==> src/rtl/mcpu_ctrl.sv <==
// ---------------------------------------------------------------------------
// mcpu_ctrl -- multi-cycle MIPS control FSM
//
// Purpose:
//   Sequences the multi-cycle datapath (register file, ALU, PC, IR/MDR and
//   memory port) one state per cycle. The strobes are decoded from the state
//   register and the IR opcode/funct fields. The FSM stalls on the MIO_ready
//   handshake. If a memory state waits more than MEM_TIMEOUT cycles, the FSM
//   traps to a sticky ERR state. Only reset leaves ERR.
//
// Parameters:
//   MEM_TIMEOUT  largest wait count tolerated in IF/MRD/MWR (1..255)
//   INT_VECTOR   interrupt handler address (INT_HANDLER_EN builds only)
//
// Ports:
//   clk, rst             core clock; asynchronous active-low reset
//   Inst                 IR contents, valid from ID onward
//   zero                 ALU zero flag (the datapath applies it to PCWriteCond)
//   MIO_ready            memory handshake; a transfer completes when it is 1
//   INT                  level interrupt request (INT_HANDLER_EN builds only)
//   PCWrite..sign        datapath control strobes
//   state                current state code, for debug
//   mem_err              sticky memory-timeout flag
//   epc, int_ack, EPCWrite, int_vector
//                        interrupt extension ports (INT_HANDLER_EN builds only)
//
// Configuration macro:
//   INT_HANDLER_EN  adds the INT state and the interrupt/eret support.
//
// The strobes are a decode of the registered state and are not registered
// themselves. In IF, IRWrite and PCWrite must follow MIO_ready in the same
// cycle, and an asynchronous reset must drop every strobe at once. A decode
// of state_r meets both requirements.
// ---------------------------------------------------------------------------
module mcpu_ctrl #(
  parameter int unsigned MEM_TIMEOUT = 32'd15
`ifdef INT_HANDLER_EN
  ,
  parameter logic [31:0] INT_VECTOR  = 32'h0000_0004
`endif
) (
  input  logic        clk,
  input  logic        rst,
  input  logic [31:0] Inst,
  input  logic        zero,
  input  logic        MIO_ready,
  input  logic        INT,
`ifdef INT_HANDLER_EN
  input  logic [31:0] epc,
  output logic        int_ack,
  output logic        EPCWrite,
  output logic [31:0] int_vector,
`endif
  output logic        PCWrite,
  output logic        PCWriteCond,
  output logic        Branch_ne,
  output logic [1:0]  PCSource,
  output logic        IorD,
  output logic        MemRead,
  output logic        MemWrite,
  output logic        IRWrite,
  output logic        RegWrite,
  output logic [1:0]  RegDst,
  output logic [1:0]  MemtoReg,
  output logic [1:0]  ALUSrcA,
  output logic [1:0]  ALUSrcB,
  output logic [2:0]  ALU_Control,
  output logic        sign,
  output logic [3:0]  state,
  output logic        mem_err
);

  typedef enum logic [3:0] {
    S_RST  = 4'd0,  S_IF  = 4'd1,  S_ID  = 4'd2,  S_EXR = 4'd3,
    S_EXI  = 4'd4,  S_WBA = 4'd5,  S_MADR = 4'd6, S_MRD = 4'd7,
    S_WBM  = 4'd8,  S_MWR = 4'd9,  S_BR  = 4'd10, S_JMP = 4'd11,
    S_JR   = 4'd12, S_LUI = 4'd13, S_ERR = 4'd14, S_INT = 4'd15
  } state_t;

  localparam logic [5:0] OP_RTYPE = 6'b000000;
  localparam logic [5:0] OP_J     = 6'b000010;
  localparam logic [5:0] OP_JAL   = 6'b000011;
  localparam logic [5:0] OP_BEQ   = 6'b000100;
  localparam logic [5:0] OP_BNE   = 6'b000101;
  localparam logic [5:0] OP_ADDI  = 6'b001000;
  localparam logic [5:0] OP_SLTI  = 6'b001010;
  localparam logic [5:0] OP_ANDI  = 6'b001100;
  localparam logic [5:0] OP_ORI   = 6'b001101;
  localparam logic [5:0] OP_XORI  = 6'b001110;
  localparam logic [5:0] OP_LUI   = 6'b001111;
  localparam logic [5:0] OP_LW    = 6'b100011;
  localparam logic [5:0] OP_SW    = 6'b101011;
  localparam logic [5:0] FN_SRL   = 6'b000010;
  localparam logic [5:0] FN_JR    = 6'b001000;
  localparam logic [5:0] FN_JALR  = 6'b001001;
  localparam logic [5:0] FN_ADD   = 6'b100000;
  localparam logic [5:0] FN_SUB   = 6'b100010;
  localparam logic [5:0] FN_AND   = 6'b100100;
  localparam logic [5:0] FN_OR    = 6'b100101;
  localparam logic [5:0] FN_XOR   = 6'b100110;
  localparam logic [5:0] FN_NOR   = 6'b100111;
  localparam logic [5:0] FN_SLT   = 6'b101010;
`ifdef INT_HANDLER_EN
  localparam logic [5:0] OP_COP0  = 6'b010000;
  localparam logic [5:0] FN_ERET  = 6'b011000;
`endif

  localparam logic [7:0] TIMEOUT_C = MEM_TIMEOUT[7:0];

  state_t      state_r;
  state_t      next_s;
  state_t      id_next_s;
  state_t      done_next_s;
  logic [7:0]  cnt_r;
  logic        mem_err_r;
  logic [5:0]  op_s;
  logic [5:0]  funct_s;
  logic        r_alu_ok_s;
  logic [2:0]  r_alu_s;
  logic [2:0]  i_alu_s;
  logic        i_sign_s;
  logic        is_jalr_s;
  logic        mem_wait_s;
  logic        timeout_s;
  logic        unused_s;
`ifdef INT_HANDLER_EN
  logic        ie_r;
  logic        is_eret_s;
`endif

  assign op_s      = Inst[31:26];
  assign funct_s   = Inst[5:0];
  assign is_jalr_s = (op_s == OP_RTYPE) && (funct_s == FN_JALR);
`ifdef INT_HANDLER_EN
  assign is_eret_s = (op_s == OP_COP0) && (funct_s == FN_ERET);
  assign unused_s  = ^{zero, Inst[25:6]};
`else
  assign unused_s  = ^{zero, INT, Inst[25:6]};
`endif

  // A memory state is waiting when MIO_ready is low. It times out when the
  // counter has reached MEM_TIMEOUT. A ready in that same cycle still wins.
  assign mem_wait_s = ((state_r == S_IF) || (state_r == S_MRD) || (state_r == S_MWR)) && !MIO_ready;
  assign timeout_s  = mem_wait_s && (cnt_r == TIMEOUT_C);

  // Map the R-type funct field to an ALU operation.
  always_comb begin
    r_alu_ok_s = 1'b1;
    r_alu_s    = 3'd2;
    case (funct_s)
      FN_ADD:  r_alu_s = 3'd2;
      FN_SUB:  r_alu_s = 3'd6;
      FN_AND:  r_alu_s = 3'd0;
      FN_OR:   r_alu_s = 3'd1;
      FN_XOR:  r_alu_s = 3'd3;
      FN_NOR:  r_alu_s = 3'd4;
      FN_SLT:  r_alu_s = 3'd7;
      FN_SRL:  r_alu_s = 3'd5;
      default: r_alu_ok_s = 1'b0;
    endcase
  end

  // Map the I-type opcode to an ALU operation. The logical immediates are
  // zero-extended.
  always_comb begin
    i_alu_s  = 3'd2;
    i_sign_s = 1'b1;
    case (op_s)
      OP_ANDI: begin i_alu_s = 3'd0; i_sign_s = 1'b0; end
      OP_ORI:  begin i_alu_s = 3'd1; i_sign_s = 1'b0; end
      OP_XORI: begin i_alu_s = 3'd3; i_sign_s = 1'b0; end
      OP_SLTI: begin i_alu_s = 3'd7; i_sign_s = 1'b1; end
      default: begin i_alu_s = 3'd2; i_sign_s = 1'b1; end
    endcase
  end

  // Choose the execute state in ID. Unknown encodings fall back to IF as a NOP.
  always_comb begin
    id_next_s = S_IF;
    case (op_s)
      OP_RTYPE: begin
        if (r_alu_ok_s) begin
          id_next_s = S_EXR;
        end else if ((funct_s == FN_JR) || (funct_s == FN_JALR)) begin
          id_next_s = S_JR;
        end else begin
          id_next_s = S_IF;
        end
      end
      OP_LW, OP_SW:                             id_next_s = S_MADR;
      OP_BEQ, OP_BNE:                           id_next_s = S_BR;
      OP_J, OP_JAL:                             id_next_s = S_JMP;
      OP_ADDI, OP_ANDI, OP_ORI, OP_XORI, OP_SLTI: id_next_s = S_EXI;
      OP_LUI:                                   id_next_s = S_LUI;
`ifdef INT_HANDLER_EN
      OP_COP0: id_next_s = is_eret_s ? S_JR : S_IF;
`endif
      default:                                  id_next_s = S_IF;
    endcase
  end

  // Choose the state that follows an instruction's last cycle. A pending,
  // enabled interrupt diverts the FSM from IF to INT.
  always_comb begin
`ifdef INT_HANDLER_EN
    if (INT && ie_r) begin
      done_next_s = S_INT;
    end else begin
      done_next_s = S_IF;
    end
`else
    done_next_s = S_IF;
`endif
  end

  // Next-state logic for the FSM.
  always_comb begin
    next_s = state_r;
    case (state_r)
      S_RST:  next_s = S_IF;
      S_IF: begin
        if (MIO_ready)      next_s = S_ID;
        else if (timeout_s) next_s = S_ERR;
        else                next_s = S_IF;
      end
      S_ID:   next_s = id_next_s;
      S_EXR:  next_s = S_WBA;
      S_EXI:  next_s = S_WBA;
      S_MADR: next_s = (op_s == OP_LW) ? S_MRD : S_MWR;
      S_MRD: begin
        if (MIO_ready)      next_s = S_WBM;
        else if (timeout_s) next_s = S_ERR;
        else                next_s = S_MRD;
      end
      S_MWR: begin
        if (MIO_ready)      next_s = done_next_s;
        else if (timeout_s) next_s = S_ERR;
        else                next_s = S_MWR;
      end
      S_WBA, S_WBM, S_BR, S_JMP, S_JR, S_LUI: next_s = done_next_s;
      S_ERR:  next_s = S_ERR;
`ifdef INT_HANDLER_EN
      S_INT:  next_s = S_IF;
`endif
      default: next_s = S_RST;
    endcase
  end

  // Registers for the state, the memory wait counter, the sticky error flag
  // and the interrupt-enable bit.
  always_ff @(posedge clk or negedge rst) begin
    if (!rst) begin
      state_r   <= S_RST;
      cnt_r     <= 8'd0;
      mem_err_r <= 1'b0;
`ifdef INT_HANDLER_EN
      ie_r      <= 1'b1;
`endif
    end else begin
      state_r <= next_s;
      // Clear the counter on every state change. A change into
      // IF/MRD/MWR therefore starts that state's wait count at zero.
      if (next_s != state_r) begin
        cnt_r <= 8'd0;
      end else if (mem_wait_s) begin
        cnt_r <= cnt_r + 8'd1;
      end
      if (next_s == S_ERR) begin
        mem_err_r <= 1'b1;
      end
`ifdef INT_HANDLER_EN
      if ((next_s == S_INT) && (state_r != S_INT)) begin
        ie_r <= 1'b0;
      end else if ((state_r == S_JR) && is_eret_s) begin
        ie_r <= 1'b1;
      end
`endif
    end
  end

  // Decode the control strobes from the state and the IR fields. Any strobe
  // that a state does not name stays 0.
  always_comb begin
    PCWrite     = 1'b0;
    PCWriteCond = 1'b0;
    Branch_ne   = 1'b0;
    PCSource    = 2'd0;
    IorD        = 1'b0;
    MemRead     = 1'b0;
    MemWrite    = 1'b0;
    IRWrite     = 1'b0;
    RegWrite    = 1'b0;
    RegDst      = 2'd0;
    MemtoReg    = 2'd0;
    ALUSrcA     = 2'd0;
    ALUSrcB     = 2'd0;
    ALU_Control = 3'd0;
    sign        = 1'b0;
`ifdef INT_HANDLER_EN
    int_ack     = 1'b0;
    EPCWrite    = 1'b0;
    int_vector  = INT_VECTOR;
`endif
    case (state_r)
      S_IF: begin
        MemRead     = 1'b1;
        ALUSrcB     = 2'd1;
        ALU_Control = 3'd2;
        IRWrite     = MIO_ready;
        PCWrite     = MIO_ready;
      end
      S_ID: begin
        ALUSrcB     = 2'd3;
        ALU_Control = 3'd2;
      end
      S_EXR: begin
        ALUSrcA     = (funct_s == FN_SRL) ? 2'd2 : 2'd1;
        ALU_Control = r_alu_s;
      end
      S_EXI: begin
        ALUSrcA     = 2'd1;
        ALUSrcB     = 2'd2;
        ALU_Control = i_alu_s;
        sign        = i_sign_s;
      end
      S_WBA: begin
        RegWrite = 1'b1;
        RegDst   = (op_s == OP_RTYPE) ? 2'd1 : 2'd0;
      end
      S_MADR: begin
        ALUSrcA     = 2'd1;
        ALUSrcB     = 2'd2;
        ALU_Control = 3'd2;
        sign        = 1'b1;
      end
      S_MRD: begin
        MemRead = 1'b1;
        IorD    = 1'b1;
      end
      S_WBM: begin
        RegWrite = 1'b1;
        MemtoReg = 2'd1;
      end
      S_MWR: begin
        MemWrite = 1'b1;
        IorD     = 1'b1;
      end
      S_BR: begin
        ALUSrcA     = 2'd1;
        ALU_Control = 3'd6;
        PCWriteCond = 1'b1;
        PCSource    = 2'd1;
        Branch_ne   = (op_s == OP_BNE);
      end
      S_JMP: begin
        PCWrite  = 1'b1;
        PCSource = 2'd2;
        if (op_s == OP_JAL) begin
          RegWrite = 1'b1;
          RegDst   = 2'd2;
          MemtoReg = 2'd3;
        end else begin
          RegWrite = 1'b0;
        end
      end
      S_JR: begin
        PCWrite  = 1'b1;
        PCSource = 2'd3;
        if (is_jalr_s) begin
          RegWrite = 1'b1;
          RegDst   = 2'd2;
          MemtoReg = 2'd3;
        end else begin
          RegWrite = 1'b0;
        end
`ifdef INT_HANDLER_EN
        // eret returns through the rs path, with the EPC placed on int_vector.
        if (is_eret_s) begin
          int_vector = epc;
        end else begin
          int_vector = INT_VECTOR;
        end
`endif
      end
      S_LUI: begin
        RegWrite = 1'b1;
        MemtoReg = 2'd2;
      end
`ifdef INT_HANDLER_EN
      S_INT: begin
        EPCWrite = 1'b1;
        int_ack  = 1'b1;
        PCWrite  = 1'b1;
        PCSource = 2'd3;
      end
`endif
      default: begin
        PCWrite = 1'b0;
      end
    endcase
  end

  assign state   = state_r;
  assign mem_err = mem_err_r;

endmodule

==> config.mk <==
export PLATFORM = sky130hd
export DESIGN_NAME = mcpu_ctrl
export DESIGN_NICKNAME = d
export VERILOG_FILES = /design/src/rtl/mcpu_ctrl.sv
export SDC_FILE = /design/constraint.sdc
export NUM_CORES = 1
export LEC_CHECK = 0
export BUFFER_PORTS_ARGS = -buffer_cell sky130_fd_sc_hd__buf_2
export CORE_MARGIN = 4
export CORE_UTILIZATION = 48
export CTS_CLUSTER_SIZE = 12
export DETAILED_ROUTE_END_ITERATION = 8
export HOLD_SLACK_MARGIN = 0.06
export PLACE_DENSITY = 0.8
export RECOVER_POWER = 100
export SETUP_SLACK_MARGIN = 0.4
export SLEW_MARGIN = 20
export SYNTH_ARGS = -nofsm -noshare
export SYNTH_HDL_FRONTEND = slang
export SYNTH_SLANG_ARGS = --single-unit
export TNS_END_PERCENT = 100
==> constraint.sdc <==
create_clock -name clk -period 2.5 [get_ports clk]
set_input_delay 0.25 -clock clk [delete_from_list [all_inputs] [get_ports clk]]
set_output_delay 0.25 -clock clk [all_outputs]
set_load 0.01 [all_outputs]
* Word-level counts from Yosys, hierarchy flattened *
Index checks and enable logic that the tools add are counted.

word-level totals
  bits in registers = 13
  input port bits = 37
  output and inout bits = 27
  word-level logic and storage cells = 108

operators by class
  add/subtract/negate cells = 1
  equality and inequality tests = 39
  multiplexer cells = 40
  reduce and logical (&&, ||, !) cells = 25

operators with widths
  cell                 count
  $eq 6x6->1 const B   9
  $eq 6x4->1 const B   8
  $eq 4x4->1 const B   8
  $mux 4               8
  $pmux 4 s8           1
  $pmux 3 s4           2
  $pmux 4 s6           1
  $pmux 3 s7           1
  $eq 6x2->1 const B   3
  $pmux 2 s3           3
  $eq 4x3->1 const B   4
  $mux 8               2
  $reduce_or 2->1      8
  $eq 6x3->1 const B   2
  $reduce_or 3->1      4
  $mux 1               11
  $mux 2               5
  $add 8x1->8 const B  1
  $eq 4x2->1 const B   2
  $eq 8x4->1 const B   1
  $pmux 2 s4           1
  $reduce_or 8->1      1
  $reduce_or 7->1      1
  $logic_not 6->1      1
  other kinds (12)     17

* Depth between registers and ports, before layout *
  depth after elaboration = 10
  mapped depth = 7
  depth with buffers taken out = 7

* Least setup slack after synthesis *
No wires, ideal clock.

  kind = register to register
  start point = reg state_r[3], in the netlist state[3]
  end point = reg cnt_r[0]
  library setup time = 0.087 ns
  data arrival time = 2.024 ns
  path slack = 0.389 ns
  cell stages (with the launch flop) = 7
  path buffers = 1
  period minus slack after synthesis = 2.111 ns
  path through = dfrtp_1 > clkbuf_1 > or4_1 > a22oi_1 > o211ai_1 > a221o_2 > nor3_1

between the ends
  word-level cells in the longest chain between the ends = 10
  elaborated cells on any way between the ends = 31
  classes of those cells = eq/ne: 15; mux: 8; reduce/logical: 8

ends and longest elaborated chain
  item                                         line      source
  start, declared                              110       state_t state_r;
  start signal, assigned                       260       state_r <= next_s;
  $eq 4x1->1 or $eq 4x3->1 (tied branches)     143, 219
  $logic_or 1x1->1 (2 in series)               143       assign mem_wait_s = ((state_r == S_IF) || (state_r == S_MRD) || (state_r == S_MWR)) && !MIO_ready;
  $logic_and 1x1->1                            143
  $logic_and 1x1->1                            144       assign timeout_s = mem_wait_s && (cnt_r == TIMEOUT_C);
  $mux 4 (on tied branches)                    232, 223
  $mux 4 (on tied branches)                    231, 222
  $pmux 4 s8 *                                 219       case (state_r)
  via next_s[3]                                111       state_t next_s;
  $ne 4x4->1 *                                 263       if (next_s != state_r) begin
  $mux 8 or $reduce_bool 2->1 (tied branches)  -
  end signal, assigned                         266       cnt_r <= cnt_r + 8'd1;
  end, declared                                114       logic [7:0] cnt_r;

Mark *: on every way through the listed nets, which the timed path passes. The rest lies on a longest branch.
A chain may end at the register's enable or synchronous reset.

* Worst setup path in the final report *
  start point = reg state_r[1], in the netlist state[1]
  end point = reg cnt_r[1]

between the ends
  word-level cells in the longest chain between the ends = 10
  elaborated cells on any way between the ends = 31
  classes of those cells = eq/ne: 15; mux: 8; reduce/logical: 8

ends and longest elaborated chain
  item                                         line
  $eq 4x1->1 or $eq 4x3->1 (tied branches)     143, 219
  $logic_or 1x1->1 (2 in series)               143
  $logic_and 1x1->1                            143
  $logic_and 1x1->1                            144
  $mux 3 or $mux 4 (tied branches)             237, 223
  $mux 4 (on tied branches)                    236, 222
  $pmux 4 s8 *                                 219
  via next_s[2]                                111
  $ne 4x4->1 *                                 263
  $mux 8 or $reduce_bool 2->1 (tied branches)  -

Marks and branches as above.

==> out/qor.yml <==
grt_pass1_wl_mm: 8.02
clockBufferDepth: 2
grt_overflow: 0
power_density_nw_per_um2: 899
path_class: "flip-flop to flip-flop"
htreeDepth: 1
critPathLaunchType: "flip-flop"
postSynthCellCount: 218
period_minus_slack_ns: 2.28
synthTopCellsByArea: "dfrtp_1 (21%), nor2_1 (6.2%), nor3_1 (5.6%), a21oi_1 (4.6%), nand2b_1 (4.5%)"
multi_input_area_sq_um: 1230
die_h_microns: 64.3
core_area_sq_um: 3030
cts_tree: "done"
cts_root_buffer: "clkbuf_4"
crit_arrival_ns: 2.48
layout.cells.most_common: "buf_2"
clock_latency_ns: 0.28
worstMarginPinSlew_ns: 0.687
synth_top_area_share: 0.214
synthToLayoutAreaGrowth_pct: 42.3
die_w_microns: 64.3
placed_cells: 296
drtIter0Drc: 266
synth-edff-count: 0
via_per_inst: 6.39
leakage_nw: 0.936
final_core_util: 0.714
final_cell_mix: "buf_2 (36), nor2_1 (25), buf_4 (20), nand2_1 (14), a21oi_1 (14)"
io_buffer_count: 41
ys_seq_area_frac: 0.214
slew_headroom: 0.542
antenna_found_initial: 0
grt_usage: 0.238
first_pass_iters: 5
wl_mm: 5.49
synth.distinct_cells: 52
grt_start_max_net_pins: 20
pin_count: 64
ys_seq_elements: 13
final.setup.worst_slack_ns: 0.216
hp-class: "primary input to flip-flop"
syn_area_sq_um: 1520
syn_area_per_cell_sq_um: 6.97
path_clk_slew_ns: 0.08
drv_slew: 0
dp_slack_ns: 0.0814
seq_area_sq_um: 325
status: "complete, no violations"
fin_tns_setup_ns: 0
synth-main-ff-cell: "dfrtp_1"
setup_viol: 0
die_area_sq_um: 4130
end_kind: "flip-flop"
num_rows: 20
crit_required_ns: 2.70
crit_path_max_fanout: 19
fillers: 238
drc: 0
place_congestion: 0.928
n_antenna_cell: 0
drive_gt1_frac: 0.341
finalHoldViolCount: 0
fin_cells: 323
syn_nets: 256
vdd_drop_max_mv: 0.471
place_hpwl_mm: 3.30
cts_sinks: 13
wl_per_cell_microns: 17.0
yosys_warnings: 0
initial_core_util: 0.502
maxCapViolations: 0
grt_setup_unrepaired: "yes"
final_nets: 318
grt_pass1_vias: 1660
ys_async_sr_fraction: 1.00
skew_ns: 0.00930
min_period_over_period: 0.913
yosys.area.top_type: "dfrtp_1"
postRouteAntennaNets: 0
vias: 2063
max_freq_mhz: 438
numCtsBuffers: 3
-- path summary, 6_finish.rpt --
kind                                     startpoint                   end  slack (ns)  cells after the start
worst max-delay path             state[1]$_DFF_PN0_  cnt_r[1]$_DFFE_PN0P_        0.22                      8
worst max register to register   state[1]$_DFF_PN0_  cnt_r[1]$_DFFE_PN0P_        0.22                      8
worst min-delay path                        Inst[4]    state[1]$_DFF_PN0_        0.46                      3
worst min register to register  mem_err$_DFFE_PN0N_   mem_err$_DFFE_PN0N_        0.53                      1
max in group asynchronous                       rst    state[1]$_DFF_PN0_        1.53                      2
min in group asynchronous                       rst    state[0]$_DFF_PN0_        0.52                      2
-- final cells by class --
cell class	count	share of cell area
clock buffer	4	0.0122
inverter	10	0.0174
multi-input combinational	180	0.572
sequential	13	0.151
tap	44	0.0255
timing repair buffer	72	0.223
-- cell usage after synthesis, types with 3 or more instances --
| cell type | instances |
|---|---|
| nor2_1 | 25 |
| o22ai_1 | 3 |
| mux2i_1 | 4 |
| inv_1 | 10 |
| buf_2 | 3 |
| a211oi_1 | 4 |
| nor3_1 | 17 |
| o21ai_0 | 10 |
| dfrtp_1 | 13 |
| xnor2_1 | 7 |
| nor2b_1 | 3 |
| clkbuf_1 | 10 |
| nor4_1 | 4 |
| nand2_1 | 14 |
| nand3_1 | 6 |
| or2_2 | 3 |
| and3_1 | 4 |
| o211ai_1 | 4 |
| or3_1 | 4 |
| a21oi_1 | 14 |
| nand2b_1 | 11 |
-- layer usage --
metal  vias to the layer above  share of wire  global-route usage
met5                         -              0                   0
met4                         0          0.034              0.0396
met3                        26          0.094              0.0316
met2                       158           0.46               0.383
met1                       944           0.41               0.344
li1                        935              -                   -
-- power by group --
| part | switching [mW] | internal, mW | leakage (nW) | total [mW] |
|---|---|---|---|---|
| Clock | 0.0669 | 0.0620 | 0.0150 | 0.129 |
| Sequential | 0.0649 | 0.252 | 0.173 | 0.316 |
| Combinational | 0.836 | 0.660 | 0.748 | 1.50 |
| Total | 0.968 | 0.974 | 0.936 | 1.94 |
-- critical path, cell delays in order, from the launching register on --
cell,delay [ns]
dfrtp_1,0.50
buf_6,0.23
nand2b_1,0.27
nor2_1,0.12
a22oi_1,0.29
o211ai_1,0.23
xnor2_2,0.18
buf_4,0.19
nor3_2,0.19
-- registers in the layout, summed over array words and instances, names as in the netlist --
signal / flops
state: 4
cnt_r: 8
mem_err: 1
-- metrics by stage --
step	power [mW]	hold WS, ns	area [sq um]
final	1.94	0.464	2160
after global routing	2.07	0.492	2160
after CTS	1.73	0.381	2030
after detailed placement	1.37	0.149	1780
after global placement	1.37	0.146	1780
after floorplan	1.01	-0.0456	1520
-- timing repair --
action,4_1_cts,5_1_grt
endpoints found under the hold margin,13,0
pin swaps,11,8
gates cloned,1,1
buffers inserted,9,11
hold buffers,1,0
endpoints found under the setup margin,12,17
resized for setup,24,16
-- kinds of logic (layout without fill, tap and decap cells) --
logic type               count (synthesis)  after routing  share of synthesized area
AND/OR/NAND/NOR                        104            104                      0.354
AO/OA/AOI/OAI                           62             62                      0.281
buffers and inverters                   25             86                     0.0643
flip-flops                              13             13                      0.214
XOR/XNOR                                 9              9                     0.0519
multiplexers                             4              4                     0.0264
adder cells (fa/ha/maj)                  1              1                    0.00824
Power figures use the tool's default switching activity.
